**config.mk**
```make
export PLATFORM = sky130hd
export DESIGN_NAME = perf_frame_rx
export DESIGN_NICKNAME = d
export VERILOG_FILES = /design/src/rtl/perf_frame_rx.sv
export SDC_FILE = /design/constraint.sdc
export NUM_CORES = 1
export LEC_CHECK = 0
export BUFFER_PORTS_ARGS = -buffer_cell sky130_fd_sc_hd__buf_4
export CAP_MARGIN = 0
export CORE_MARGIN = 3
export CORE_UTILIZATION = 43
export CTS_CLUSTER_SIZE = 8
export DETAILED_ROUTE_END_ITERATION = 6
export HOLD_SLACK_MARGIN = 0.03
export MAX_ROUTING_LAYER = met4
export PLACE_DENSITY = 0.75
export SYNTH_ARGS = -nofsm -noshare
export SYNTH_HDL_FRONTEND = slang
export SYNTH_SLANG_ARGS = --single-unit
```
**constraint.sdc**
```tcl
create_clock -name clk -period 1.6 [get_ports clk]
set_input_delay 0.08 -clock clk [delete_from_list [all_inputs] [get_ports clk]]
set_output_delay 0.08 -clock clk [all_outputs]
set_load 0.01 [all_outputs]
```
**src/rtl/perf_frame_rx.sv**
```systemverilog
// perf_frame_rx: reassembles 6-byte cache performance frames from a UART byte stream.
// Frame byte order: L1I miss, L1I access, L1D miss, L1D access, L2 miss, L2 access.
// The last complete frame is held on the field outputs. A one-cycle frame_valid pulse
// marks each completion. frame_err flags a frame where misses exceed accesses, and a
// partial frame that stalls for GAP_CYCLES is dropped with a gap_err pulse.
// Optional feature macro: PERF_HITS_EN adds saturating hit-count outputs (acc - miss).
module perf_frame_rx #(
    parameter int GAP_CYCLES = 1000,
    parameter int CNT_W      = 16
) (
    input  logic             clk,
    input  logic             rst,
    input  logic [7:0]       rx_data,
    input  logic             rx_valid,
    output logic             frame_valid,
    output logic [7:0]       l1i_miss,
    output logic [7:0]       l1i_acc,
    output logic [7:0]       l1d_miss,
    output logic [7:0]       l1d_acc,
    output logic [7:0]       l2_miss,
    output logic [7:0]       l2_acc,
    output logic             frame_err,
    output logic             gap_err,
`ifdef PERF_HITS_EN
    output logic [7:0]       l1i_hit,
    output logic [7:0]       l1d_hit,
    output logic [7:0]       l2_hit,
`endif
    output logic [CNT_W-1:0] frame_cnt
);

    // Timer counts idle cycles 0..GAP_CYCLES-1; the edge seen with TMR_LAST and no byte is the timeout.
    localparam int TMR_W = $clog2(GAP_CYCLES + 1);
    localparam logic [TMR_W-1:0] TMR_LAST = TMR_W'(GAP_CYCLES - 1);
    localparam logic [2:0] IDX_LAST = 3'd5;

    typedef enum logic [0:0] {
        S_IDLE    = 1'b0,
        S_COLLECT = 1'b1
    } state_t;

    // Unsigned 8-bit consistency test for one cache level.
    function automatic logic miss_gt_acc(input logic [7:0] miss, input logic [7:0] acc);
        return (miss > acc);
    endfunction

`ifdef PERF_HITS_EN
    // Hit count for one cache level, clamped at zero for an inconsistent level.
    function automatic logic [7:0] sat_hits(input logic [7:0] acc, input logic [7:0] miss);
        logic [7:0] res;
        if (miss > acc) begin
            res = 8'd0;
        end else begin
            res = acc - miss;
        end
        return res;
    endfunction
`endif

    state_t           state_q;
    logic [2:0]       idx_q;
    logic [TMR_W-1:0] timer_q;
    logic [7:0]       stage_q [0:4];

    logic             frame_valid_q;
    logic [7:0]       l1i_miss_q;
    logic [7:0]       l1i_acc_q;
    logic [7:0]       l1d_miss_q;
    logic [7:0]       l1d_acc_q;
    logic [7:0]       l2_miss_q;
    logic [7:0]       l2_acc_q;
    logic             frame_err_q;
    logic             gap_err_q;
    logic [CNT_W-1:0] frame_cnt_q;

    logic             frame_err_d;
    logic [CNT_W-1:0] frame_cnt_d;

`ifdef PERF_HITS_EN
    logic [7:0]       l1i_hit_q;
    logic [7:0]       l1d_hit_q;
    logic [7:0]       l2_hit_q;
    logic [7:0]       l1i_hit_d;
    logic [7:0]       l1d_hit_d;
    logic [7:0]       l2_hit_d;
`endif

    // Completion-time values, built from the five staged bytes plus the incoming sixth byte.
    always_comb begin
        frame_err_d = miss_gt_acc(stage_q[0], stage_q[1])
                    | miss_gt_acc(stage_q[2], stage_q[3])
                    | miss_gt_acc(stage_q[4], rx_data);
        frame_cnt_d = frame_cnt_q + CNT_W'(1);
`ifdef PERF_HITS_EN
        l1i_hit_d = sat_hits(stage_q[1], stage_q[0]);
        l1d_hit_d = sat_hits(stage_q[3], stage_q[2]);
        l2_hit_d  = sat_hits(rx_data, stage_q[4]);
`endif
    end

    // Frame assembly FSM with gap timeout; all outputs are registered here.
    always_ff @(posedge clk) begin
        if (rst) begin
            state_q       <= S_IDLE;
            idx_q         <= 3'd0;
            timer_q       <= '0;
            for (int i = 0; i < 5; i++) begin
                stage_q[i] <= 8'd0;
            end
            frame_valid_q <= 1'b0;
            l1i_miss_q    <= 8'd0;
            l1i_acc_q     <= 8'd0;
            l1d_miss_q    <= 8'd0;
            l1d_acc_q     <= 8'd0;
            l2_miss_q     <= 8'd0;
            l2_acc_q      <= 8'd0;
            frame_err_q   <= 1'b0;
            gap_err_q     <= 1'b0;
            frame_cnt_q   <= '0;
`ifdef PERF_HITS_EN
            l1i_hit_q     <= 8'd0;
            l1d_hit_q     <= 8'd0;
            l2_hit_q      <= 8'd0;
`endif
        end else begin
            // Both strobes default low so each lasts exactly one cycle.
            frame_valid_q <= 1'b0;
            gap_err_q     <= 1'b0;
            case (state_q)
                S_IDLE: begin
                    timer_q <= '0;
                    if (rx_valid) begin
                        stage_q[0] <= rx_data;
                        idx_q      <= 3'd1;
                        state_q    <= S_COLLECT;
                    end else begin
                        idx_q      <= 3'd0;
                    end
                end
                S_COLLECT: begin
                    if (rx_valid) begin
                        // A byte always wins over a coincident timeout.
                        timer_q <= '0;
                        if (idx_q == IDX_LAST) begin
                            l1i_miss_q    <= stage_q[0];
                            l1i_acc_q     <= stage_q[1];
                            l1d_miss_q    <= stage_q[2];
                            l1d_acc_q     <= stage_q[3];
                            l2_miss_q     <= stage_q[4];
                            l2_acc_q      <= rx_data;
                            frame_err_q   <= frame_err_d;
                            frame_cnt_q   <= frame_cnt_d;
                            frame_valid_q <= 1'b1;
`ifdef PERF_HITS_EN
                            l1i_hit_q     <= l1i_hit_d;
                            l1d_hit_q     <= l1d_hit_d;
                            l2_hit_q      <= l2_hit_d;
`endif
                            idx_q         <= 3'd0;
                            state_q       <= S_IDLE;
                        end else begin
                            stage_q[idx_q] <= rx_data;
                            idx_q          <= idx_q + 3'd1;
                        end
                    end else if (timer_q == TMR_LAST) begin
                        // Stalled partial frame: drop it, leave the held frame untouched.
                        gap_err_q <= 1'b1;
                        timer_q   <= '0;
                        idx_q     <= 3'd0;
                        state_q   <= S_IDLE;
                    end else begin
                        timer_q   <= timer_q + TMR_W'(1);
                    end
                end
                default: begin
                    state_q <= S_IDLE;
                    idx_q   <= 3'd0;
                    timer_q <= '0;
                end
            endcase
        end
    end

    assign frame_valid = frame_valid_q;
    assign l1i_miss    = l1i_miss_q;
    assign l1i_acc     = l1i_acc_q;
    assign l1d_miss    = l1d_miss_q;
    assign l1d_acc     = l1d_acc_q;
    assign l2_miss     = l2_miss_q;
    assign l2_acc      = l2_acc_q;
    assign frame_err   = frame_err_q;
    assign gap_err     = gap_err_q;
    assign frame_cnt   = frame_cnt_q;
`ifdef PERF_HITS_EN
    assign l1i_hit     = l1i_hit_q;
    assign l1d_hit     = l1d_hit_q;
    assign l2_hit      = l2_hit_q;
`endif

endmodule
```
# After elaboration in Yosys (flattened, before gate mapping)
# Memories as Yosys holds them, arrays and structs flattened.
# Cells that the tools add are included.
[word_totals]
regBits = 81
n_memories = 1
elab_cells = 60
output_inout_bits = 67
ramBits = 40
[classes]
reduce_logical = 4
muxes = 28
order_cmp = 3
add_sub_neg = 3
bitwise = 5
eq_ne = 3
[mem_list]
columns = ["name", "depth", "word_bits", "rd", "rd_ports_with_merged_regs", "wr", "line", "text"]
rows = [
  ["stage_q", 5, 8, 5, 0, 5, "63", "logic [7:0] stage_q [0:4];"],
]
[ops]
columns = ["operator", "n"]
rows = [
  ["$gt 8x8->1", 3],
  ["$mux 10", 2],
  ["$pmux 10 s2", 1],
  ["$mux 1", 17],
  ["$add 16x1->16 const B", 1],
  ["$mux 8", 2],
  ["$mux 3", 4],
  ["$add 10x1->10 const B", 1],
  ["$eq 10x10->1 const B", 1],
  ["$reduce_or 8->1", 1],
  ["$pmux 3 s2", 1],
  ["$reduce_or 3->1", 2],
  ["$add 3x1->3 const B", 1],
  ["$eq 3x3->1 const B", 1],
  ["$ne 3x2->1 const B", 1],
  ["$or 1x1->1", 3],
  ["$reduce_and 3->1", 1],
  ["$not 1->1", 2],
  ["$pmux 1 s2", 1],
]

# Logic depth before layout (Yosys ltp)
# Gate-level depths: netlist of the first run.
[depth]
depth_word = 8
depth_mapped = 7

# Least setup slack after synthesis of the first run
# No wires, ideal clock.
[synth_timing]
path_kind = "register -> register"
startpoint = "register idx_q[0]"
endpoint = "memory stage_q[0][0], enable pin"
stages_incl_launch_ff = 4
period_less_slack_ns = 1.622
setup_ns = 0.309
setup_slack_ns = -0.022
arrival_time_ns = 1.313
path_cell_list = "dfxtp_1 or3_1 a21oi_1 or2_2"
[synth_rtl]
columns = ["item", "line", "text"]
rows = [
  ["start: declaration", "61", "logic [2:0] idx_q;"],
  ["start signal: assignment", "163", "idx_q <= idx_q + 3'd1;"],
  ["end: declaration", "63", ""],
]

==> metrics, run 1 <==
run status finished with violations; failing checks setup timing; pin slew with the least headroom to its limit 0.466 ns; Clock Sinks 121; number of distinct library cells after synthesis 39; fraction of final layout cells sized beyond drive strength 1 26.3%; Min-Delay Path Class input pin to flip-flop; antenna fix cells 0; port bufs 77; routed vias 4227; gpl congestion 0.903; Max Cap Violations 0; detailed placer's ending HPWL 8.93 mm; required time of the critical path 1.88 ns; count of state elements after synthesis 121; most instantiated flip-flop cell in the synthesis netlist dfxtp_1; Total Routing Usage GR 20.7%; minimum setup slack in the final design -0.0849 ns; areal power density over the cells 1120 nW/um^2; Layout Nets 697; number of antenna violations at the first check in global routing 0; switching share of total power 21.2%; final core utilization 60.1%; total nets after synthesis 578; Die X-Extent 116 um; Clk pwr share 53.9%; switching power 1660 uW; worst vdd rail ir drop 677 uV; Synth Area per Inst 9.59 um^2; number of DRC violations after detailed routing 0; number of hold-slack violations in the final timing report 0; Core Area 11600 um^2; count of flip-flops with a built-in enable after synthesis 40; clock tree root buffer cell clkbuf_16; number of rows in the core area 39; htree depth 4; total leakage power 0.00280 uW; final worst-path cycle share 105%; fraction of power consumed by sequential logic 41.6%; Boundary Pins 78; unrepaired setup endpoints after global routing yes; Setup crit end kind flip-flop; worst relative slew slack 68.9%; crit-path max FO 2; final count of pins violating max slew 0; Pint 6180 uW; clock slew seen by the registers of the worst setup and hold paths 0.06 ns; async set or reset register ratio after synthesis 0%; clock insertion delay at the later pin of the skew report 0.42 ns; area growth from synthesis to final layout 34.6%; highest clock frequency the design can meet 0.593 GHz; average wire per cell in the routed design 16.0 um; Max Root-Sink Buffers 2; synthesized area 5190 um^2; logic depth of the worst register-to-register path 7; worst hold path stage count 3; number of vias per cell 5.18; sequential element share of the synthesized area 54.4%; type of the worst setup path flip-flop to flip-flop; number of warnings reported in the yosys synthesis log 0; setup clock skew after layout 0.00609 ns; Data arrival, critical path 1.97 ns; CTS tree yes; startpoint types flip-flop; DRC violation total after the first TritonRoute iteration 377; WL final 13.1 mm; effective utilization at floorplan 44.7%; final number of setup-violating endpoints 1; Remaining Overflow, GRT 0; die area 13400 um^2; cell count after synthesis 541; number of global-route vias before repair 4222; die height 116 um; global-route wire length before repair 20.8 mm; cts bufs inserted 17; remaining number of nets flagged by the antenna check after routing 0; largest net degree at the start of global routing 45; post-layout total power 7840 uW; clock period minus worst slack 1.68 ns; DR pass1 iterations 5; part of the total power dissipated in combinational logic 4.4%
==> timing repair <==
action | 4_1_cts | 5_1_grt
resized for setup | 6 | 14
endpoints found under the hold margin | 13 | 0
setup endpoints to repair | 14 | 51
pin swaps | 2 | 10
setup buffers | 2 | 4
hold buffers | 6 | 0
==> cell type report <==
class	count	area (um^2)
Timing Repair Buffer	122	981
Multi-Input combinational cell	364	2200
Tap cell	143	179
Clock inverter	12	183
Clock buffer	20	479
Sequential cell	121	2830
Inverter	34	128
Fill cell	926	4630
==> layout by cell type, fill, tap and decap left out, types with 2 or more instances in the layout <==
master / Yosys / layout
buf_4: 4 / 112
nand2_1: 106 / 105
dfxtp_1: 81 / 77
a21oi_1: 59 / 58
edfxtp_1: 40 / 40
and2_1: 35 / 34
inv_1: 34 / 31
nor2_1: 30 / 29
ha_1: 26 / 23
clkbuf_16: 0 / 19
nand4_1: 14 / 14
xnor2_1: 10 / 10
nor3_1: 11 / 9
o21ai_0: 9 / 9
xor2_1: 8 / 8
or3_1: 8 / 7
or2_2: 7 / 6
nand3_1: 6 / 6
dlygate4sd3_1: 0 / 6
o211ai_1: 5 / 5
nor2b_1: 5 / 5
nand2b_1: 4 / 4
bufinv_16: 0 / 4
dfxtp_2: 0 / 4
buf_12: 0 / 4
inv_2: 0 / 3
clkinv_4: 0 / 3
nor4b_4: 2 / 2
and3_1: 2 / 2
a21o_1: 2 / 2
a211o_1: 2 / 2
a31oi_1: 2 / 2
nor3_2: 0 / 2
ha_4: 0 / 2
inv_6: 0 / 2
==> sequential cells by signal (all words and copies together), names as in the netlist, 3 cells and up <==
signal,flops
frame_cnt,16
idx_q,3
l1d_acc,8
l1d_miss,8
l1i_acc,8
l1i_miss,8
l2_acc,8
l2_miss,8
stage_q,40
timer_q,10
==> worst max-delay path, stage by stage (launching register included) <==
cell and delay, ns:
edfxtp_1 0.39, inv_1 0.07, ha_1 0.30, nor2b_1 0.15, o211ai_1 0.20, nand4_1 0.15
a22oi_2 0.19, a311oi_1 0.10
==> metrics by stage <==
| stage | worst slack (ns) | cells | hold slack, ns | setup TNS [ns] | cell area, um^2 |
|---|---|---|---|---|---|
| floorplan | -0.00631 | 541 | 0.216 | -0.0505 | 5190 |
| global placement | 0.000140 | 772 | 0.374 | 0 | 6140 |
| detailed placement | -0.0842 | 772 | 0.385 | -0.377 | 6140 |
| CTS | -0.0769 | 812 | 0.0715 | -0.0769 | 6900 |
| global route | -0.168 | 816 | 0.0853 | -0.399 | 6980 |
| finish | -0.0849 | 816 | 0.0937 | -0.0849 | 6980 |
==> synthesized netlist by cell type, types with 6 or more instances <==
cell type / count / area share, %
a21oi_1: 59 / 5.7
and2_1: 35 / 4.2
clkbuf_1: 13 / 0.94
dfxtp_1: 81 / 31
edfxtp_1: 40 / 23
ha_1: 26 / 6.3
inv_1: 34 / 2.5
nand2_1: 106 / 7.7
nand3_1: 6 / 0.58
nand4_1: 14 / 1.7
nor2_1: 30 / 2.2
nor3_1: 11 / 1.1
o21ai_0: 9 / 0.87
or2_2: 7 / 0.84
or3_1: 8 / 0.96
xnor2_1: 10 / 1.7
xor2_1: 8 / 1.4
==> power groups by stage <==
stage	clock (uW)	sequential (uW)	combinational (uW)
after detailed placement	0	3320	308
final	4230	3260	348
after global routing	4440	3270	381
after floorplan	0	3310	179
after global placement	0	3320	294
after CTS	4280	3260	334
==> layer usage <==
layer / GRT usage [%] / part of all wire (%) / up-vias
met4: 7.89 / 2.2 / 0
met1: 24.5 / 42 / 2003
met3: 5.48 / 5.5 / 28
met2: 33.9 / 50 / 129
li1: - / - / 2067
met5: - / 0 / -
==> logic make-up after synthesis <==
| group | after synthesis | synth area share [%] |
|---|---|---|
| fa+ha+maj | 26 | 6.27 |
| buf+inv | 56 | 4.58 |
| simple gates | 235 | 22.6 |
| xor+xnor | 18 | 3.04 |
| mux | 1 | 0.193 |
| compound gates | 84 | 8.92 |
| flops | 121 | 54.4 |
==> worst paths after layout <==
path	from	to	slack [ns]
min reg2reg	timer_q[0]	timer_q[0]	0.42
min	rx_data[1]	stage_q[1][1]	0.09
max	stage_q[1][1]	frame_err	-0.08
max reg2reg	stage_q[1][1]	frame_err	-0.08
Note: power is estimated with default switching activity, not from simulation.
==> run 2: changes to the inputs <==
Settings changed: PLACE_DENSITY 0.75 to 0.73.
Clock period 1.6 ns to 1.8 ns, I/O delays scaled along.
==> run 2 against run 1 <==
  * Critical path depth unchanged
  * Fmax is 4.3% lower
  * The flow now finishes without violations
  * Critical path type unchanged
  * Largest cell class unchanged
  * Register-to-register slack better by 0.12 ns
  * Highest routed layer unchanged
  * Wire length down 9.1%
  * Clock power is 17% lower
  * Non-clock buffer count decreased by 20
==> metrics, run 2 (synthesis results as in run 1) <==
run status finished, final reports clean (was finished with violations); Min-Delay Path Class flip-flop to flip-flop (was input pin to flip-flop); Remaining Overflow, GRT 0 (unchanged); hold_ws 0.450 ns (was 0.0937 ns); Max Root-Sink Buffers 2 (unchanged); post-layout total power 6670 uW (was 7840 uW); crit-path max FO 2 (unchanged); Layout Nets 677 (was 697); met2 track utilization from global routing 29.8% (was 33.9%); Boundary Pins 78 (unchanged); number of hold-slack violations in the final timing report 0 (unchanged); routed vias 4065 (was 4227); commonest cells after routing, fill and taps aside nand2_1 (106), buf_4 (91), dfxtp_1 (81) (was buf_4 (112), nand2_1 (105), dfxtp_1 (77)); gpl congestion 0.869 (was 0.903); total leakage power 0.00266 uW (was 0.00280 uW); Core Area 11600 um^2 (unchanged); port bufs 77 (unchanged); area growth from synthesis to final layout 29.4% (was 34.6%); most common library cell in the layout ignoring fill and taps nand2_1 (was buf_4); worst relative slew slack 53.1% (was 68.9%); startpoint types flip-flop (unchanged); final count of pins violating max slew 0 (unchanged); remaining number of nets flagged by the antenna check after routing 0 (unchanged); number of antenna violations at the first check in global routing 0 (unchanged); die area 13400 um^2 (unchanged); WL final 11.9 mm (was 13.1 mm); htree depth 4 (unchanged); number of rows in the core area 39 (unchanged); clock tree root buffer cell clkbuf_16 (unchanged); number of vias per cell 5.11 (was 5.18); Top reg by flops stage_q (unchanged); number of global-route vias before repair 3880 (was 4222); detailed placer's ending HPWL 8.07 mm (was 8.93 mm); cts bufs inserted 17 (unchanged); number of DRC violations after detailed routing 0 (unchanged); Setup TNS 0 ns (was -0.0849 ns); pin slew with the least headroom to its limit 0.704 ns (was 0.466 ns); global-route wire length before repair 19.0 mm (was 20.8 mm); required time of the critical path 2.05 ns (was 1.88 ns); Data arrival, critical path 2.02 ns (was 1.97 ns); number of instances in the placed design 754 (was 772); effective utilization at floorplan 44.7% (unchanged); global routing's busiest layer met2 (unchanged); die height 116 um (unchanged); Clock Sinks 121 (unchanged); fraction of final layout cells sized beyond drive strength 1 21.6% (was 26.3%); flip-flop count of the largest register, all copies and words added 40 (unchanged); average wire per cell in the routed design 15.0 um (was 16.0 um); clock period minus worst slack 1.76 ns (was 1.68 ns); Setup crit end kind flip-flop (unchanged); worst vdd rail ir drop 503 uV (was 677 uV); DR pass1 iterations 4 (was 5); grt met1 use 23.3% (was 24.5%); clock slew seen by the registers of the worst setup and hold paths 0.06 ns (about the same); unrepaired setup endpoints after global routing no (was yes); CTS tree yes (unchanged); Total Routing Usage GR 18.6% (was 20.7%); Max Cap Violations 0 (unchanged); setup clock skew after layout 0.00964 ns (was 0.00609 ns); clock insertion delay at the later pin of the skew report 0.41 ns (was 0.42 ns); DRC violation total after the first TritonRoute iteration 360 (was 377); final number of setup-violating endpoints 0 (was 1); GR met3 Demand/Resource 4.07% (was 5.48%); areal power density over the cells 994 nW/um^2 (was 1120 nW/um^2); final worst-path cycle share 97.9% (was 105%); Die X-Extent 116 um (unchanged); largest net degree at the start of global routing 71 (was 45); type of the worst setup path flip-flop to flip-flop (unchanged); highest clock frequency the design can meet 0.568 GHz (was 0.593 GHz); antenna fix cells 0 (unchanged); post-route non-filler standard cell count 796 (was 816)
run 2: cell types whose count changed in the layout (fill, tap and decap cells not counted), sizes merged:
cell	before	now
buf	116	92
dlygate4sd3	6	10
clkbuf	20	18
clkinv	4	6
clkinvlp	1	3
bufinv	4	3
inv	37	36
run 2: worst paths after layout:
check	from	to	depth (start not counted)	slack [ns]
setup / recovery	stage_q[1][5]	frame_err	7	0.04
hold / removal	timer_q[0]	timer_q[0]	1	0.45
setup reg to reg	stage_q[1][5]	frame_err	7	0.04
hold reg to reg	timer_q[0]	timer_q[0]	1	0.45
run 2: metal layers:
metal  up-vias  part of all wire (%)
li1       2025                     -
met1      1928                    46
met2        92                    48
met3        20                   4.2
met4         0                   2.1
met5         -                     0
run 2: critical path, cell delays in order (launching register included):
cell and delay (ns):
edfxtp_1 0.41, inv_1 0.08, ha_1 0.24, a211o_1 0.26, o211ai_1 0.10, nand4_1 0.16, a22oi_2 0.24, a311oi_1 0.11
run 2: layout make-up:
type | count | area, um^2
Clock buffer | 18 | 450
Timing Repair Buffer | 102 | 803
Clock inverter | 14 | 169
Sequential cell | 121 | 2820
Fill cell | 951 | 4900
Inverter | 34 | 128
Tap cell | 143 | 179
Multi-Input combinational cell | 364 | 2160
run 2: report_power, final:
group / internal [uW] / total, uW / switching, uW
registers: 2870 / 2900 / 33.5
clock network: 2260 / 3490 / 1230
logic: 115 / 286 / 171
run 2: timing repair:
item                                    in CTS  in global routing
resized for setup                            1                  5
pin swaps                                    0                  6
endpoints found under the setup margin       1                  3
endpoints found under the hold margin       13                  0
setup buffers                                0                  0
hold buffers                                10                  0
run 2: through the flow:
step	setup slack, ns	utilization (%)	area, um^2
floorplan	0.178	-	5190
global placement	0.122	51.3	5960
detailed placement	0.0352	51.3	5960
CTS	0.0112	57.6	6690
global route	0.000619	57.8	6710
finish	0.0386	57.8	6710
